[config.mk]
export PLATFORM = sky130hd
export DESIGN_NAME = coin_acceptor
export DESIGN_NICKNAME = d
export VERILOG_FILES = /design/src/rtl/coin_pkg.sv /design/src/rtl/sync2.sv /design/src/rtl/coin_acceptor.sv
export SDC_FILE = /design/constraint.sdc
export NUM_CORES = 1
export LEC_CHECK = 0
export CORE_UTILIZATION = 40
export DETAILED_ROUTE_END_ITERATION = 10
export PLACE_DENSITY_LB_ADDON = 0.3
export SLEW_MARGIN = 10
export SYNTH_ARGS = -nofsm -noshare
export SYNTH_HDL_FRONTEND = slang
export SYNTH_HIERARCHICAL = 1
export SYNTH_SLANG_ARGS = --single-unit
[constraint.sdc]
create_clock -name clk -period 2.35 [get_ports clk]
set_clock_uncertainty 0.05 [all_clocks]
set_input_delay 0.3525 -clock clk [delete_from_list [all_inputs] [get_ports clk]]
set_output_delay 0.3525 -clock clk [all_outputs]
set_load 0.01 [all_outputs]
[src/rtl/coin_pkg.sv]
// Shared definitions for the coin acceptor: FSM state encoding, default
// parameter values and counter-width helpers.
package coin_pkg;

    // Acceptor FSM states, 3-bit encoding.
    typedef enum logic [2:0] {
        IDLE    = 3'd0,
        QUALIFY = 3'd1,
        HELD    = 3'd2,
        RELEASE = 3'd3,
        JAM     = 3'd4
    } state_t;

    localparam int DEBOUNCE_CYCLES_DEF = 4;
    localparam int JAM_CYCLES_DEF      = 64;

    // Bits needed to hold values 0..n inclusive.
    function automatic int cnt_width(input int n);
        return $clog2(n + 1);
    endfunction

    localparam int CNT_W_DEF  = cnt_width(DEBOUNCE_CYCLES_DEF);
    localparam int HCNT_W_DEF = cnt_width(JAM_CYCLES_DEF);

    // Saturation value of the optional coin total.
    localparam logic [15:0] TOTAL_MAX = 16'hFFFF;

endpackage

[src/rtl/sync2.sv]
// Two-flop synchroniser for asynchronous inputs; async active-high reset to 0.
module sync2 #(
    parameter int WIDTH = 1
) (
    input  logic             clk,
    input  logic             reset,
    input  logic [WIDTH-1:0] d,
    output logic [WIDTH-1:0] q
);

    logic [WIDTH-1:0] meta_r;
    logic [WIDTH-1:0] sync_r;

    // Two-stage capture of the asynchronous input.
    always_ff @(posedge clk or posedge reset) begin
        if (reset) begin
            meta_r <= {WIDTH{1'b0}};
            sync_r <= {WIDTH{1'b0}};
        end else begin
            meta_r <= d;
            sync_r <= meta_r;
        end
    end

    assign q = sync_r;

endmodule

[src/rtl/coin_acceptor.sv]
// Coin-slot front end: synchronises and debounces the raw sensor, emits one
// single-cycle coin pulse per physical coin and flags a stuck-high slot as a
// sticky jam until cleared.
// Optional macro COIN_ACCEPTOR_COUNT_EN adds a saturating 16-bit coin_total
// counter with a synchronous total_clear input.
module coin_acceptor
    import coin_pkg::*;
#(
    parameter int DEBOUNCE_CYCLES = DEBOUNCE_CYCLES_DEF,
    parameter int JAM_CYCLES      = JAM_CYCLES_DEF
) (
    input  logic        clk,
    input  logic        reset,
    input  logic        sensor_in,
    input  logic        enable,
    input  logic        jam_clear,
    output logic        coin,
    output logic        jam
`ifdef COIN_ACCEPTOR_COUNT_EN
    ,
    input  logic        total_clear,
    output logic [15:0] coin_total
`endif
);

    localparam int CW = cnt_width(DEBOUNCE_CYCLES);
    localparam int HW = cnt_width(JAM_CYCLES);

    localparam logic [CW-1:0] CNT_ZERO  = {CW{1'b0}};
    localparam logic [CW-1:0] CNT_ONE   = CW'(1);
    localparam logic [CW-1:0] CNT_LAST  = CW'(DEBOUNCE_CYCLES - 1);
    localparam logic [HW-1:0] HCNT_ZERO = {HW{1'b0}};
    localparam logic [HW-1:0] HCNT_ONE  = HW'(1);
    localparam logic [HW-1:0] HCNT_LAST = HW'(JAM_CYCLES - 1);

    logic          s_s;
    state_t        state_r, state_s;
    logic [CW-1:0] cnt_r, cnt_s;
    logic [HW-1:0] hcnt_r, hcnt_s;
    logic          coin_r, coin_s;
    logic          jam_r, jam_s;

    sync2 #(.WIDTH(1)) u_sync (
        .clk   (clk),
        .reset (reset),
        .d     (sensor_in),
        .q     (s_s)
    );

    // Next-state, counter and output decode for the acceptor FSM.
    always_comb begin
        state_s = state_r;
        cnt_s   = cnt_r;
        hcnt_s  = hcnt_r;
        coin_s  = 1'b0;
        case (state_r)
            IDLE: begin
                if (s_s && enable) begin
                    state_s = QUALIFY;
                    cnt_s   = CNT_ONE;
                end else begin
                    cnt_s   = CNT_ZERO;
                end
            end
            QUALIFY: begin
                // enable falling on the acceptance edge still rejects the coin
                if (!s_s || !enable) begin
                    state_s = IDLE;
                    cnt_s   = CNT_ZERO;
                end else if (cnt_r == CNT_LAST) begin
                    state_s = HELD;
                    cnt_s   = CNT_ZERO;
                    hcnt_s  = HCNT_ZERO;
                    coin_s  = 1'b1;
                end else begin
                    cnt_s   = cnt_r + CNT_ONE;
                end
            end
            HELD: begin
                if (!s_s) begin
                    state_s = RELEASE;
                    cnt_s   = CNT_ONE;
                end else if (hcnt_r == HCNT_LAST) begin
                    state_s = JAM;
                end else begin
                    hcnt_s  = hcnt_r + HCNT_ONE;
                end
            end
            RELEASE: begin
                // a return high here is release bounce of the same coin
                if (s_s) begin
                    state_s = HELD;
                    hcnt_s  = HCNT_ZERO;
                end else if (cnt_r == CNT_LAST) begin
                    state_s = IDLE;
                    cnt_s   = CNT_ZERO;
                end else begin
                    cnt_s   = cnt_r + CNT_ONE;
                end
            end
            JAM: begin
                if (jam_clear && !s_s) begin
                    state_s = IDLE;
                    cnt_s   = CNT_ZERO;
                    hcnt_s  = HCNT_ZERO;
                end else begin
                    state_s = JAM;
                end
            end
            default: begin
                state_s = IDLE;
                cnt_s   = CNT_ZERO;
                hcnt_s  = HCNT_ZERO;
            end
        endcase
        jam_s = (state_s == JAM);
    end

    // State, counter and registered-output flops.
    always_ff @(posedge clk or posedge reset) begin
        if (reset) begin
            state_r <= IDLE;
            cnt_r   <= CNT_ZERO;
            hcnt_r  <= HCNT_ZERO;
            coin_r  <= 1'b0;
            jam_r   <= 1'b0;
        end else begin
            state_r <= state_s;
            cnt_r   <= cnt_s;
            hcnt_r  <= hcnt_s;
            coin_r  <= coin_s;
            jam_r   <= jam_s;
        end
    end

    assign coin = coin_r;
    assign jam  = jam_r;

`ifdef COIN_ACCEPTOR_COUNT_EN
    logic [15:0] total_r;

    // Saturating coin total; a clear coinciding with a pulse leaves 1.
    always_ff @(posedge clk or posedge reset) begin
        if (reset) begin
            total_r <= 16'd0;
        end else if (total_clear) begin
            total_r <= coin_r ? 16'd1 : 16'd0;
        end else if (coin_r && (total_r != TOTAL_MAX)) begin
            total_r <= total_r + 16'd1;
        end else begin
            total_r <= total_r;
        end
    end

    assign coin_total = total_r;
`endif

endmodule

# --- Yosys cells after proc, flatten, opt, wreduce, memory -nomap -nowiden ---
# Index checks and enable logic that the tools add are counted.
classes:
  eq_ne: 15
  n_addsub: 2
  reduce_logical: 8
  bitwise_logic: 1
  mux: 26
op_table:
  columns: ["op", "count"]
  rows:
  - ["2-to-1 mux 7 bit", 6]
  - ["2-to-1 mux 3 bit", 13]
  - ["case mux 7 bit (5 select lines)", 1]
  - ["case mux 3 bit (5 select lines)", 2]
  - ["!= test 2 bit, second input constant", 6]
  - ["equality test 3 x 2 -> 1 bit, second input constant", 3]
  - ["adder 7 x 1 -> 7 bit, second input constant", 1]
  - ["equality test 7 x 6 -> 1 bit, second input constant", 1]
  - ["AND reduction 7 bit", 1]
  - ["equality test 3 bit, second input constant", 2]
  - ["2-to-1 mux 1 bit", 4]
  - ["!= test 2 x 1 -> 1 bit, second input constant", 2]
  - ["adder 3 x 1 -> 3 bit, second input constant", 1]
  - ["equality test 3 x 1 -> 1 bit, second input constant", 1]
  - ["logical NOT 3 bit", 1]
  - ["AND reduction 3 bit", 1]
  - ["logical AND 1 bit", 2]
  - ["logical NOT 1 bit", 2]
  - ["logical OR 1 bit", 1]
  - ["inverter 1 bit", 1]
totals:
  ff_bits: 17

# --- Logic depth before layout (Yosys ltp) ---
# Gate-level depths: netlist (run 1).
depth:
  ltp_word: 5
  mapped_depth: 7

# --- Modules after synthesis ---
# Netlist (run 1), hierarchy kept.
modules_own_cells:
  columns: ["module", "cells_each", "area_each_um2", "instances"]
  rows:
  - ["coin_acceptor", 90, 862.1, 1]
  - ["sync2", 3, 53.8, 1]

# --- Least setup slack after synthesis (run 1) ---
# Ideal clock, no wire load.
synth_timing:
  kind: "reg2reg"
  from: "reg hcnt_r[0]"
  to: "reg hcnt_r[5]"
  required_ns: 2.223
  path_stages_with_launch: 8
  synth_period_minus_slack_ns: 1.842
  setup_slack_ns: 0.508
  setup_time_ns: 0.077
  arrival_time_ns: 1.715
  path_cell_list: "dfrtp_1 ha_1 and3b_1 a32oi_1 o21ai_1 buf_6 or3_1 a21oi_1"
synth_via:
  elab_chain_cells: 4
  elab_cells_between_ends: 7
synth_rtl:
  columns: ["element", "line", "text"]
  rows:
  - ["start: declaration", "coin_acceptor.sv:39", "logic [HW-1:0] hcnt_r, hcnt_s;"]
  - ["start signal: assignment", "coin_acceptor.sv:130", "hcnt_r <= hcnt_s;"]
  - ["adder 7 x 1 -> 7 bit", "coin_acceptor.sv:86", "hcnt_s = hcnt_r + HCNT_ONE;"]
  - ["2-to-1 mux 7 bit", "coin_acceptor.sv:83", "end else if (hcnt_r == HCNT_LAST) begin"]
  - ["2-to-1 mux 7 bit", "coin_acceptor.sv:80", "if (!s_s) begin"]
  - ["case mux 7 bit (5 select lines)", "coin_acceptor.sv:56", "case (state_r)"]
# Parallel ways exist; a longest one is shown, timed or not. The select of a mux whose other input is x is not followed.
# A chain may end at the register's enable or synchronous reset.

# --- Worst setup path after layout (run 1) ---
layout_timing:
  from: "reg hcnt_r[0]"
  to: "reg hcnt_r[4]"
# The elaborated chain is that of the path after synthesis.

==> results of run 1 <==
## final timing paths
path	slack, ns	start	endpoint
min in group clk	0.32	u_sync/meta_r	u_sync/q
worst max register to register	0.23	hcnt_r[0]	hcnt_r[4]
max in group asynchronous	1.49	reset	jam
worst max-delay path	0.23	hcnt_r[0]	hcnt_r[4]
worst min-delay path	0.17	reset	u_sync/meta_r
worst min register to register	0.32	u_sync/meta_r	u_sync/q
## metal layers
| layer | wire length [um] | vias up |
|---|---|---|
| met1 | 786 | 332 |
| met3 | 72 | 2 |
| met5 | 0 | - |
| li1 | - | 348 |
| met2 | 837 | 21 |
| met4 | 14 | 0 |
## report_power, final
group          total, mW  internal [mW]  switching [mW]
logic              0.148         0.0634          0.0847
registers          0.356          0.316          0.0393
clock network      0.161         0.0662          0.0950
## worst register-to-register path: stages, from the launching register on
cell and delay [ns]:
dfrtp_1 0.43, ha_1 0.26, and3b_1 0.18, a32oi_1 0.23, o21ai_1 0.28, or4_1 0.55
nand2_1 0.08
## layout by cell type, fill, tap and decap left out
cell / Yosys / routed
nand2_1: 10 / 10
dfrtp_1: 17 / 17
nor3b_1: 2 / 2
a21bo_1: 1 / 1
o22ai_1: 1 / 1
a21oi_2: 1 / 1
a21o_1: 1 / 1
ha_1: 2 / 2
nand2b_1: 3 / 3
mux2i_1: 1 / 1
nand3_1: 4 / 4
a21oi_1: 3 / 3
nor2b_1: 5 / 5
or4_1: 1 / 1
inv_1: 3 / 3
o21ai_1: 4 / 4
and4_1: 1 / 1
nor4_1: 1 / 1
or3_1: 2 / 2
o21a_1: 5 / 5
clkbuf_1: 0 / 1
a32oi_1: 1 / 1
o41ai_1: 1 / 1
and3_1: 2 / 2
o21ai_0: 1 / 1
a22o_1: 1 / 1
clkdlybuf4s50_1: 0 / 6
nor3_1: 4 / 4
clkbuf_4: 0 / 3
o211ai_1: 2 / 2
o311a_1: 1 / 1
a32o_1: 1 / 1
a22oi_1: 1 / 1
and3b_1: 2 / 2
nor2_1: 3 / 3
## state kept, by name (all words and copies together), names as in the netlist
register / cells
u_sync/meta_r: 1
jam: 1
u_sync/q: 1
coin: 1
state_r: 3
cnt_r: 3
hcnt_r: 7
## final cells by class
type / count / area, um2
clock buffers: 4 / 26.3
fillers: 196 / 1070
inverters: 3 / 11.3
multi-input cells: 68 / 433
flip-flops and latches: 17 / 425
well taps: 27 / 33.8
repair buffers: 6 / 60.1
## cell families after synthesis
family,share of synthesized area (%)
flops,46.4
buf+inv,6.28
fa+ha+maj,2.73
mux,1.09
simple gates,23.9
compound gates,19.5
## per-stage QoR
stage	setup WS (ns)	instance area [um2]	hold WS [ns]	instances	utilization (%)
6_report	0.232	990	0.170	125	48.0
3_3_place_gp	0.197	963	0.286	121	46.7
3_5_place_dp	0.133	963	0.296	121	46.7
2_1_floorplan	0.508	916	0.0437	93	-
5_1_grt	0.0831	990	0.194	125	48.0
4_1_cts	0.240	990	0.169	125	48.0
==> run metrics, run 1 <==
Setup TNS=0 ns; met2 Track Usage GR=24.3%; global-route wire length before repair=2890 um; Ant. Diodes=0; Num CTS Buffers=3; H-tree depth=1; WP data required=2.54 ns; RSZ-0062 raised after global routing=no; All-Layer GR Usage=15.7%; Cell Pwr Density=672 nW/um2; synth top area cells=dfrtp_1, nand2_1, o21a_1; vias=703; clk buf depth=2; drt pass-1 iters=4; post-route ant nets=0; crit path DAT=2.30 ns; CP max-delay cell=or4_1; synth warn=6; # Post-CTS Setup Buffers=0; final WL=1710 um; slew margin rel.=55.6%; Setup-failing EPs final=0; Async SR Flop Fraction=100%; VDD IR-drop max=0.000427 V; Post-synth top flop=dfrtp_1; routability congestion estimate=0.806; R2R cell count=6; initial antenna violation count=0; largest net degree at the start of global routing=16; Buf/Inv on CP=0; die height=49.9 um; max-cap violation count=0; crit path cell chain=ha_1, and3b_1, a32oi_1, o21ai_1, or4_1, nand2_1; Cell Area, Synth=916 um2; area leader, netlist=dfrtp_1; syn avg cell area=9.85 um2; Crit Path Max Fanout=11; clock slew at reported path FFs=0.10 ns; number of flops mapped to enable cells by yosys=0; synth unique cells=35; post-CTS sizing=0; Hold Buf Count CTS=0; max incr delay on CP=0.55 ns; IO Count=7; WP depth=6; Initial Utilization=44.4%; Syn Inst Count=93; Worst Max-Slew Pin Slew=0.661 ns; critical path startpoint category=register; classification of the worst setup path=register to register; crit path capture type=register; Worst-Skew Late Latency=0.30 ns; 1st-iter DRT viols=24; CTS tree=built; row cnt=16; number of global-route vias before repair=677; Syn Nets=100; Synth top area share=46.4%; met1 Usage GRT=19.7%; Area Overhead vs Synth=8.06%; FF+latch count, synth=17; LEAKAGE=0.450 nW; Fin. Hold Viols=0; port bufs=6; GRT busiest layer=met2; vias per cell=5.62; crit share post-route=90.1%; HPWL Detailed=1150 um; nets@finish=106; core box area=2060 um2; number of remaining DRC errors=0; most frequent cell after synthesis=dfrtp_1; die area=2490 um2; root buf cell=clkbuf_4; Chip Width=49.9 um; ratio of cells with drive above 1 in the final layout=4.08%; met3 GRT Util=4.01%; status=complete, no violations; fin. max-slew vios=0; total power draw=0.665 mW; routed len/inst=13.7 um; crit path time final=2.12 ns; CP top delay family=simple AND/OR/NAND/NOR gates; Worst Hold Class=input pin to asynchronous set/reset pin; Post-synth top cells=dfrtp_1, nand2_1, nor2b_1, o21a_1; Fmax achieved=472 MHz; clock sink count=17; sequential element share of the synthesized area=46.4%; grt total ovfl=0
Power figures use the tool's default switching activity.
==> run 2: changes to the inputs <==
--- a/config.mk
+++ b/config.mk
@@ -5,7 +5,8 @@
 export SDC_FILE = /design/constraint.sdc
 export NUM_CORES = 1
 export LEC_CHECK = 0
-export CORE_UTILIZATION = 40
+export ABC_AREA = 1
+export CORE_UTILIZATION = 55
 export DETAILED_ROUTE_END_ITERATION = 10
 export PLACE_DENSITY_LB_ADDON = 0.3
 export SLEW_MARGIN = 10
==> run metrics, run 2 <==
crit path capture type=register; clock power share=31.2%; WP data required=2.50 ns; final setup margin=0.716 ns; die area=2020 um2; internal power consumption=0.380 mW; largest net degree at the start of global routing=16; crit path time final=1.63 ns; number of remaining DRC errors=0; slew margin rel.=61.6%; synth unique cells=23; biggest regs=hcnt_r: 7 flops, cnt_r: 3 flops, state_r: 3 flops; H-tree depth=1; final WL=1810 um; Chip Width=44.9 um; combinational share of power=10.3%; Hold Buf Count CTS=0; FF+latch count, synth=17; syn avg cell area=7.97 um2; Post-synth top cells=nand2_1, dfrtp_1, inv_1, nor2_1, nand3_1; vias per cell=5.11; Worst-Skew Late Latency=0.30 ns; post-route ant nets=0; routed len/inst=11.2 um; crit path DAT=1.78 ns; Sw Pwr=0.139 mW; crit share post-route=69.5%; Worst Max-Slew Pin Slew=0.576 ns; global-route wire length before repair=3110 um; # Post-CTS Setup Buffers=0; Reg with most FFs=hcnt_r; number of flip-flops in the largest register=7; row cnt=15; Area Overhead vs Synth=10.6%; grt total ovfl=0; initial antenna violation count=0; Async SR Flop Fraction=100%; vias=822; drt pass-1 iters=4; Worst R2R End=hcnt_r[4]; Layout Cell Area excl Fill=1120 um2; classification of the worst setup path=register to register; sequential element share of the synthesized area=42.0%; Crit Path Max Fanout=8; nets@finish=144; sequential share of power=58.5%; IO Count=7; R2R Setup Slk=0.72 ns; Syn Nets=134; die height=44.9 um; fin. max-slew vios=0; post-CTS sizing=0; Sw Share=26.8%; clock sink count=17; hold_ws=0.166 ns; root buf cell=clkbuf_4; most common cell after layout, fill and taps aside=nand2_1; most frequent cells in the layout=nand2_1, dfrtp_1, inv_1, nor2_1, nand3_1; core box area=1730 um2; R2R Path Start=hcnt_r[0]; synth top area cells=dfrtp_1, nand2_1, nand3_1; CP Launch Point=hcnt_r[0]; Cell Pwr Density=464 nW/um2; Num CTS Buffers=3; Fmax achieved=612 MHz; Worst Hold Class=input pin to asynchronous set/reset pin; 1st-iter DRT viols=38; Ant. Diodes=0; Fin. Hold Viols=0; critical path startpoint category=register; Setup TNS=0 ns; HPWL Detailed=1350 um; synth warn=6; placed cell area=1090 um2; Initial Utilization=58.6%; routability congestion estimate=0.811; CP endpoint=hcnt_r[4]; most frequent cell after synthesis=nand2_1; Synth top area share=42.0%; LEAKAGE=0.538 nW; port bufs=6; VDD IR-drop max=0.000344 V; pre-CTS WS=0.701 ns; area leader, netlist=dfrtp_1; R2R cell count=8; number of global-route vias before repair=731; max-cap violation count=0; Post-synth top flop=dfrtp_1; Syn Inst Count=127; All-Layer GR Usage=21.3%; number of flops mapped to enable cells by yosys=0; Setup-failing EPs final=0; CTS tree=built; Cell Area, Synth=1010 um2; ratio of cells with drive above 1 in the final layout=16.2%; clk buf depth=2; RSZ-0062 raised after global routing=no; status=complete, no violations; clock slew at reported path FFs=0.10 ns
run 2: cell count changes in the layout (fill, tap and decap cells not counted), moves of 3 or more:
cell      delta
nor2_1      +11
inv_1       +11
nand3_1      +9
nor3_1       -3
nand2_2      +5
nand2b_1     -3
o21ai_2      +3
o21ai_0      +7
nor2b_1      -5
nand2_1     +20
o21a_1       -5
nand2_4      +4
o21ai_1      -4
run 2: power by group through the flow:
stage          Combinational (mW)  Clock, mW  Sequential, mW
2_1_floorplan              0.0405          0           0.308
3_3_place_gp               0.0525          0           0.309
3_5_place_dp               0.0539          0           0.310
4_1_cts                    0.0541      0.161           0.304
5_1_grt                    0.0604      0.173           0.305
6_report                   0.0534      0.162           0.304
run 2: layout make-up:
type	count	area, um2
fillers	152	607
clock buffers	3	22.5
multi-input cells	93	514
inverters	16	61.3
repair buffers	6	60.1
clock inverters	1	5.00
flip-flops and latches	17	425
well taps	25	31.3
run 2: how the worst min path moves through the flow:
stage                       start            end  depth (start not counted)
floorplan                   reset  u_sync/meta_r                          1
global placement    u_sync/meta_r       u_sync/q                          0
detailed placement  u_sync/meta_r       u_sync/q                          0
CTS                         reset  u_sync/meta_r                          2
global route                reset  u_sync/meta_r                          2
finish                      reset  u_sync/meta_r                          2
run 2: layer usage:
layer / GRT usage (%) / vias to the layer above / wire length (um) / part of all wire (%)
met5: 0 / - / 0 / 0
met4: 10.3 / 0 / 38 / 2.1
met3: 3.60 / 5 / 62 / 3.4
met2: 29.4 / 16 / 789 / 44
met1: 32.1 / 379 / 915 / 51
li1: - / 422 / - / -
run 2: critical path: stages (launching register included):
cell and delay [ns]:
dfrtp_1 0.46, ha_1 0.28, nand3_1 0.14, nor2_1 0.19, nand2_2 0.11, nand2_4 0.13, nor2_8 0.05, nand2_1 0.05
nand2_1 0.06
run 2: logic make-up (layout without fill, tap and decap cells):
group	Yosys count	after routing	synth area share, %
XOR/XNOR	3	3	2.60
adder cells (fa/ha/maj)	2	2	2.47
flip-flops	17	17	42.0
buffers and inverters	17	26	7.17
AO/OA/AOI/OAI	18	18	11.5
AND/OR/NAND/NOR	70	70	34.2
run 2: through the flow:
stage,utilization (%),instances,power (mW)
2_1_floorplan,-,127,0.349
5_1_grt,64.9,161,0.538
3_5_place_dp,63.3,157,0.363
3_3_place_gp,63.3,157,0.362
6_report,64.9,161,0.520
4_1_cts,64.9,161,0.519
